$ cat config.mk
export PLATFORM = sky130hd
export DESIGN_NAME = seq_square
export DESIGN_NICKNAME = d
export VERILOG_FILES = /design/src/rtl/seq_square_pkg.sv /design/src/rtl/square_check.sv /design/src/rtl/seq_square.sv
export SDC_FILE = /design/constraint.sdc
export NUM_CORES = 1
export LEC_CHECK = 0
export CAP_MARGIN = 40
export CORE_ASPECT_RATIO = 1.5
export CORE_MARGIN = 3
export CORE_UTILIZATION = 57
export CTS_CLUSTER_DIAMETER = 60
export DETAILED_ROUTE_END_ITERATION = 10
export PLACE_DENSITY = 0.84
export SYNTH_ARGS = -nofsm -noshare
export SYNTH_HDL_FRONTEND = slang
export SYNTH_SLANG_ARGS = --single-unit
export TNS_END_PERCENT = 30
$ cat constraint.sdc
create_clock -name clk -period 5.65 [get_ports clk]
set_input_delay 1.695 -clock clk [delete_from_list [all_inputs] [get_ports clk]]
set_output_delay 1.695 -clock clk [all_outputs]
set_load 0.1 [all_outputs]
$ cat src/rtl/seq_square_pkg.sv
// Shared types and sizing helpers for the iterative squarer.
// Holds the FSM state enum, the default operand width and the counter width function.
package seq_square_pkg;

  localparam int unsigned SQ_W = 8;

  typedef enum logic [1:0] {
    IDLE,
    BUSY,
    DONE
  } state_t;

  // Counter width for w iterations: clog2(w), never below one bit.
  function automatic int unsigned cnt_width(input int unsigned w);
    int unsigned r;
    r = 0;
    for (int i = 0; i < 32; i++) begin
      if ((32'd1 << i) < w) r = i + 1;
    end
    return (r == 0) ? 1 : r;
  endfunction

endpackage

$ cat src/rtl/square_check.sv
// Combinational root check: compares a finished square against a radicand.
// Ports: acc (x*x), x, n (radicand) -> is_exact (acc==n), root_ok (acc<=n<(x+1)^2).
import seq_square_pkg::*;

module square_check #(
  parameter int unsigned W = SQ_W
) (
  input  logic [2*W-1:0] acc,
  input  logic [W-1:0]   x,
  input  logic [2*W-1:0] n,
  output logic           is_exact,
  output logic           root_ok
);

  // (x+1)^2 = x^2 + 2x + 1 can reach 2^(2W), so keep one extra bit.
  logic [2*W:0] next_sq;

  assign next_sq  = {1'b0, acc}
                  + {{W{1'b0}}, x, 1'b0}
                  + {{(2*W){1'b0}}, 1'b1};
  assign is_exact = (acc == n);
  assign root_ok  = (acc <= n) && ({1'b0, n} < next_sq);

endmodule

$ cat src/rtl/seq_square.sv
// Iterative shift-add squarer: W-bit x in over valid/ready, 2W-bit x*x out after W cycles.
// Ports: clk, rst_n, in_valid/in_ready/x, out_valid/out_ready/sq; with SQUARE_VERIFY_EN also n, is_exact, root_ok.
import seq_square_pkg::*;

module seq_square #(
  parameter int unsigned W = SQ_W
) (
  input  logic           clk,
  input  logic           rst_n,
  input  logic           in_valid,
  output logic           in_ready,
  input  logic [W-1:0]   x,
`ifdef SQUARE_VERIFY_EN
  input  logic [2*W-1:0] n,
  output logic           is_exact,
  output logic           root_ok,
`endif
  output logic           out_valid,
  input  logic           out_ready,
  output logic [2*W-1:0] sq
);

  localparam int unsigned CW = cnt_width(W);
  localparam logic [CW-1:0] LAST = CW'(W - 1);

  state_t state;
  state_t state_nxt;

  logic [2*W-1:0] mcand;
  logic [2*W-1:0] acc;
  logic [2*W-1:0] acc_nxt;
  logic [W-1:0]   mplier;
  logic [CW-1:0]  cnt;
  logic           accept;
  logic           last;

  assign accept  = in_valid & in_ready;
  assign acc_nxt = mplier[0] ? (acc + mcand) : acc;

  always_ff @(posedge clk or negedge rst_n) begin
    if (!rst_n) state <= IDLE;
    else        state <= state_nxt;
  end

  always_comb begin
    state_nxt = state;
    in_ready  = 1'b0;
    out_valid = 1'b0;
    last      = 1'b0;
    unique case (state)
      IDLE: begin
        in_ready = 1'b1;
        if (in_valid) state_nxt = BUSY;
      end
      BUSY: begin
        if (cnt == LAST) begin
          last      = 1'b1;
          state_nxt = DONE;
        end
      end
      DONE: begin
        out_valid = 1'b1;
        if (out_ready) state_nxt = IDLE;
      end
      default: state_nxt = IDLE;
    endcase
  end

  always_ff @(posedge clk or negedge rst_n) begin
    if (!rst_n) begin
      mcand  <= '0;
      mplier <= '0;
      acc    <= '0;
      cnt    <= '0;
      sq     <= '0;
    end else if (accept) begin
      mcand  <= {{W{1'b0}}, x};
      mplier <= x;
      acc    <= '0;
      cnt    <= '0;
    end else if (state == BUSY) begin
      acc    <= acc_nxt;
      mcand  <= mcand << 1;
      mplier <= mplier >> 1;
      cnt    <= cnt + CW'(1);
      // Capture the final sum so sq is stable through DONE.
      if (last) sq <= acc_nxt;
    end
  end

`ifdef SQUARE_VERIFY_EN
  logic [W-1:0]   x_q;
  logic [2*W-1:0] n_q;
  logic           exact_c;
  logic           ok_c;

  square_check #(.W(W)) u_check (
    .acc      (acc_nxt),
    .x        (x_q),
    .n        (n_q),
    .is_exact (exact_c),
    .root_ok  (ok_c)
  );

  always_ff @(posedge clk or negedge rst_n) begin
    if (!rst_n) begin
      x_q      <= '0;
      n_q      <= '0;
      is_exact <= 1'b0;
      root_ok  <= 1'b0;
    end else begin
      if (accept) begin
        x_q <= x;
        n_q <= n;
      end
      if (last) begin
        is_exact <= exact_c;
        root_ok  <= ok_c;
      end
    end
  end
`endif

endmodule
[Yosys cells after proc, flatten, opt, wreduce, memory -nomap -nowiden]
Cells that the tools add are included.
Storage, ports and cells
  flip-flop bits (word level): 61
  input bits: 12
  output and inout bits: 18
Cells by class
  $add $sub $neg: 2
  mux-type cells: 17
  reduce and logical (&&, ||, !) cells: 4
  equality and inequality tests: 6
  bitwise logic cells: 2
Operator list (count)
  two-way mux 16 bit: 5
  adder 16 bit: 1
  two-way mux 8 bit: 2
  two-way mux 2 bit: 3
  two-way mux 3 bit: 2
  != test 2 bit, second input constant: 3
  case mux 2 bit (3 select lines): 1
  AND reduction 3 bit: 2
  two-way mux 1 bit: 4
  adder 3 x 1 -> 3 bit, second input constant: 1
  == test 3 bit, second input constant: 1
  == test 2 x 1 -> 1 bit, second input constant: 1
  == test 2 bit, second input constant: 1
  logical NOT 2 bit: 1
  nonzero test 2 bit: 1
  AND 1 bit: 1
  inverter 1 bit: 1

[Logic depth before layout (Yosys ltp)]
Gate-level depths: netlist of the first run.
  word-level depth: 5
  mapped depth: 8

[Least setup slack after synthesis of the first run]
No wires, ideal clock.
  kind: register to output
  start point: reg state[1]
  end point: out in_ready
  required time: 3.955 ns
  path slack: 2.242 ns
  buffers on the path: 0
  cell stages (with the launch flop): 2
  arrival time: 1.713 ns
  cell sequence: dfrtp_1 nor2_1
Between the ends
  longest elaborated chain between the ends: 2
RTL lines
  start, declared: line seq_square.sv:26  | state_t state;
  start signal, assigned: line seq_square.sv:42  | else state <= state_nxt;
  logical NOT 2 bit: line seq_square.sv:50  | unique case (state)
  two-way mux 1 bit: line seq_square.sv:50
  end, declared: line seq_square.sv:11  | output logic in_ready,
No other way between the ends.

[Final worst setup path of the first run]
  start point: reg state[0]
  end point: out out_valid
Between the ends
  longest elaborated chain between the ends: 2
RTL lines
  == test 2 bit: line seq_square.sv:50
  two-way mux 1 bit: line seq_square.sv:50
  end, declared: line seq_square.sv:18  | output logic out_valid,
No other way between the ends.

==> results of run 1 <==
-- cell usage in the layout (no fill, tap or decap), types with 4 or more instances in the layout --
cell              n
nand2_1          77
inv_1             7
a31oi_1          15
dfrtp_1          61
buf_4             4
o21ai_0          44
xnor2_1           7
clkdlybuf4s50_1  28
a21oi_1          14
a22o_1            7
nor3b_1           6
clkbuf_8         10
and2_1            4
buf_8            19
ha_1             17
nand3_1          11
mux2i_1           9
xor2_1            4
nor2_1           17
-- critical path, delay by kind of cell (launching register included) --
kind | cells | cell delay (ns)
AND/OR/NAND/NOR | 1 | 0.18
flip-flops | 1 | 0.42
buffers and inverters | 3 | 0.77
-- per-layer routing --
metal	vias up	wire length, um	track usage [%]
li1	1368	-	-
met1	1370	3010	31.2
met2	84	4060	42.9
met3	23	342	4.07
met4	0	217	13.0
met5	-	0	0
-- through the flow --
step	hold WS (ns)	instances	instance area [um2]	utilization [%]
final	0.479	480	4180	75.6
after global routing	0.505	480	4180	75.6
after CTS	0.484	480	4180	75.6
after detailed placement	0.469	464	3930	71.1
after global placement	0.461	444	3640	65.8
after floorplan	0.460	361	3320	-
-- area by class of cell --
class                           instances  area [um2]
Timing Repair Buffer                   52         601
Clock inverter                          6         110
Tap cell                               70        87.6
Sequential cell                        61        1530
Multi-Input combinational cell        274        1690
Inverter                                7        26.3
Fill cell                             388        1350
Clock buffer                           10         138
-- worst paths after layout --
path,depth (start not counted),endpoint,slack [ns]
worst max register to register,8,sq[14]$_DFFE_PN0P_,3.15
min in group asynchronous,2,sq[6]$_DFFE_PN0P_,1.50
worst min register to register,2,sq[2]$_DFFE_PN0P_,0.48
worst min-delay path,2,sq[2]$_DFFE_PN0P_,0.48
max in group asynchronous,2,sq[12]$_DFFE_PN0P_,3.65
worst max-delay path,4,out_valid,2.25
-- cells by family (layout without fill, tap and decap cells) --
family                   count (synthesis)  in the layout
multiplexers                            11             11
adder cells (fa/ha/maj)                 18             18
buffers and inverters                   26             75
AO/OA/AOI/OAI                          105            105
flip-flops                              61             61
XOR/XNOR                                11             11
AND/OR/NAND/NOR                        129            129
-- sequential cells by signal, indices dropped and copies added, names as in the netlist --
signal / count
acc: 16
mcand: 16
sq: 16
mplier: 8
cnt: 3
state: 2
==> flow_summary.ini, run 1 <==
[synthesis]
synthArstFlopShare_pct = 100
synthSimpleGateAreaFrac_pct = 17.2
synth_fp_nets = 391
ys.flop_type = dfrtp_1
synthAdderAreaFrac_pct = 7.01
ys_seq_area_share_pct = 46.0
yosys.area.top_type_share_pct = 46.0
synth_xor_area_share_pct = 2.90
synth_edf_count = 0
synthCells = 361
post-synth-top-count-cell = nand2_1
synth_area_leaders = dfrtp_1, nand2_1, o21ai_0
syn_area_per_cell_um2 = 9.20
synth_compound_area_share_pct = 20.4
synth_mux_area_share_pct = 3.39
synth_top_family_by_area = compound AO/OA/AOI/OAI gates
yosysUniqueCellTypes = 45
yosys_warnings = 0
synth_common_cells = nand2_1, dfrtp_1, o21ai_0
synth_area_leader_cell = dfrtp_1
synth_seq_cells = 61
synth.cell_area_mm2 = 0.00332

[floorplan]
rows = 33
die_w_um = 68.3
fp.dieH_um = 99.5
start_util_pct = 60.0
io_pins = 30
core_mm2 = 0.00553
dieArea_mm2 = 0.00679

[cts]
cts_hold_buf = 0
cts_setup_buffers = 0
clock_latency_ns = 0.35
cts_resized = 0
clkTransAtPathRegs_ns = 0.07
cts_tree = yes
clockBufferDepth = 2
cts_buffers = 9
cts-root-buf = clkbuf_8
cts_max_level = 3
cts.sinks = 61

[route]
avgRoutedWirePerCell_um = 15.9
vias = 2845
first_pass_iters = 4
vias_per_cell = 5.93
wl_mm = 7.63
drc = 0
first_iter_violations = 228
antenna_left = 0

[cells_and_area]
syn_to_final_growth_pct = 25.9
nets = 435
drive_gt1_share_pct = 12.2
antenna_cells = 0

[sta]
max_slew_margin_pct = 42.3
finalClockSkew_ns = 0.0104
tightest_slew_ns = 0.863
period_share_pct = 60.2
fin_setup_tns_ns = 0
worst_slack_ns = 2.25
hold_viol_final = 0
setup_viol = 0
max_freq_mhz = 294
rsz0062_at_grt = false
final_max_slew_viol_count = 0
period_needed_ns = 3.40

[global_route]
track_usage_pct = 25.7
grt_pass1_vias = 2929
grt_max_degree = 62
grt_overflow = 0
antenna_found_initial = 0
grt_pass1_wl_mm = 13.3

[run_status]
status = finished, final reports clean

[setup_path]
crit_start = state[0]$_DFFE_PN0P_
crit_type = reg -> out
crit_path_end_kind = primary output
critPathArrivalTime_ns = 1.71
crit_slowest_cell = clkdlybuf4s50_1
cp_cell_sequence = nand2b_1 -> inv_1 -> clkdlybuf4s50_1 -> buf_8
startpoint_type = register
r2r_start = mcand[0]$_DFFE_PN0P_
slowest_delay_ns = 0.51
cp_max_fo = 6
critPathRequiredTime_ns = 3.95

[placement]
io_buffers = 29
gp_congestion = 0.882
post-dp-hpwl_mm = 5.38
pre_cts_slack_ns = 2.33

[min_path]
worstHoldStart = sq[2]$_DFFE_PN0P_
hp-class = reg -> reg

[job]
maxCapViolCount = 0
Power of run 1 is not shown: default switching activity piles up to over one toggle a cycle in this logic, so the estimate is an artifact.
==> inputs of run 2 (changes only) <==
clock period = 3.3 ns   (was 5.65 ns; I/O delays follow)
==> run 2 against run 1 <==
  * Die area did not move
  * Core utilization fell by 6.0 points
  * Critical endpoint is now acc[11]$_DFFE_PN0P_
  * Final cell count fell by 3.8%
  * Non-clock buffer count fell by 17
  * Worst setup slack got worse by 1.4 ns
  * Clock skew rose by 0.0023 ns
  * Count of clock-buffer cells in the layout did not move
  * Via count fell by 3.7%
  * Register-to-register slack got worse by 2.3 ns
==> flow_summary.ini, run 2 (synthesis gave the netlist of run 1 again) <==
[cells_and_area]
syn_to_final_growth_pct = 16.0
final_cell_mix = nand2_1, dfrtp_1, o21ai_0
reg_top3 = acc: 16 flops, mcand: 16 flops, sq: 16 flops
drive_gt1_share_pct = 12.8
utilization_pct = 69.6
mostFrequentLayoutCell = nand2_1
fillers = 448
antenna_cells = 0
stdcell_area_mm2 = 0.00385
nets = 418

[floorplan]
core_mm2 = 0.00553
rows = 33
start_util_pct = 60.0
die_w_um = 68.3
io_pins = 30
fp.dieH_um = 99.5
dieArea_mm2 = 0.00679

[sta]
rsz0062_at_grt = false
period_needed_ns = 2.49
period_share_pct = 75.4
tightest_slew_ns = 0.933
worst_slack_ns = 0.813
max_slew_margin_pct = 37.6
final_max_slew_viol_count = 0
max_freq_mhz = 402
fin_setup_tns_ns = 0
setup_viol = 0
finalClockSkew_ns = 0.0127
hold_viol_final = 0

[global_route]
grt_util_met3_pct = 4.75
track_usage_pct = 24.1
met2_usage_pct = 38.7
grt_pass1_wl_mm = 12.4
grt_util_met1_pct = 29.7
antenna_found_initial = 0
grt-busiest-layer = met2
grt_max_degree = 62
grt_overflow = 0
grt_pass1_vias = 2812

[cts]
cts-root-buf = clkbuf_8
cts_resized = 0
cts_max_level = 3
cts_buffers = 9
clockBufferDepth = 2
cts_setup_buffers = 0
cts_hold_buf = 0
cts.sinks = 61
clock_latency_ns = 0.35
clkTransAtPathRegs_ns = 0.06
cts_tree = yes

[placement]
pre_cts_slack_ns = 0.456
gp_congestion = 0.851
placed_area_mm2 = 0.00364
io_buffers = 29
post-dp-hpwl_mm = 5.10

[run_status]
status = finished, final reports clean

[setup_path]
path_buf_inv = 1
crit_path_end_kind = register
crit_slowest_cell = nor2_1
slowest_delay_ns = 0.77
startpoint_type = input pin
critPathArrivalTime_ns = 2.74
critPathRequiredTime_ns = 3.55
crit_type = in -> reg
cp_top_family = simple AND/OR/NAND/NOR gates
cp_cell_sequence = clkdlybuf4s50_1 -> and2_1 -> nor2_1 -> nand2_1 -> o21ai_0
cp_max_fo = 17

[route]
vias_per_cell = 5.93
vias = 2741
avgRoutedWirePerCell_um = 15.6
first_pass_iters = 4
wl_mm = 7.20
drc = 0
antenna_left = 0
first_iter_violations = 179

[min_path]
hp-class = reg -> reg

[job]
maxCapViolCount = 0
==> run 2: cell count changes in the layout (fill, tap and decap cells not counted) <==
| cell | before | now |
|---|---|---|
| buf_12 | 0 | 1 |
| clkinvlp_4 | 2 | 0 |
| bufinv_16 | 3 | 2 |
| buf_4 | 4 | 22 |
| clkinv_2 | 1 | 3 |
| buf_8 | 19 | 1 |
| clkdlybuf4s50_1 | 28 | 10 |
==> run 2: worst paths after layout <==
| path | startpoint | end | slack [ns] | cells past startpoint |
|---|---|---|---|---|
| max | in_valid | acc[11]$_DFFE_PN0P_ | 0.81 | 5 |
| min | sq[1]$_DFFE_PN0P_ | sq[1]$_DFFE_PN0P_ | 0.48 | 2 |
| max reg2reg | mcand[0]$_DFFE_PN0P_ | sq[14]$_DFFE_PN0P_ | 0.89 | 8 |
| min reg2reg | sq[1]$_DFFE_PN0P_ | sq[1]$_DFFE_PN0P_ | 0.48 | 2 |
| max in group asynchronous | rst_n | acc[13]$_DFFE_PN0P_ | 2.39 | 2 |
| min in group asynchronous | rst_n | sq[6]$_DFFE_PN0P_ | 0.62 | 2 |
==> run 2: worst reg2reg max path, cell delays in order, from the launching register on <==
cell	delay [ns]
dfrtp_1	0.42
ha_1	0.25
fa_1	0.42
a21oi_1	0.22
or3_1	0.18
nand2_1	0.15
a211oi_2	0.30
mux2_2	0.37
nand2_1	0.05
==> run 2: layout make-up <==
cell class / count / area, um2 / share of cell area [%]
sequential: 61 / 1530 / 39.6
timing repair buffer: 35 / 305 / 7.93
clock buffer: 10 / 138 / 3.57
multi-input combinational: 274 / 1690 / 43.9
inverter: 7 / 26.3 / 0.682
tap: 70 / 87.6 / 2.27
clock inverter: 5 / 75.1 / 1.95
==> run 2: per-stage QoR <==
stage,cells,hold slack [ns]
finish,462,0.481
global route,462,0.517
CTS,462,0.486
detailed placement,447,0.472
global placement,446,0.462
floorplan,361,0.460
==> run 2: metal layers <==
layer,share of wire (%),vias to the layer above
li1,-,1333
met1,42,1303
met2,50,79
met3,4.5,26
met4,3.4,0
met5,0,-
Power of run 2 is left out for the same reason.
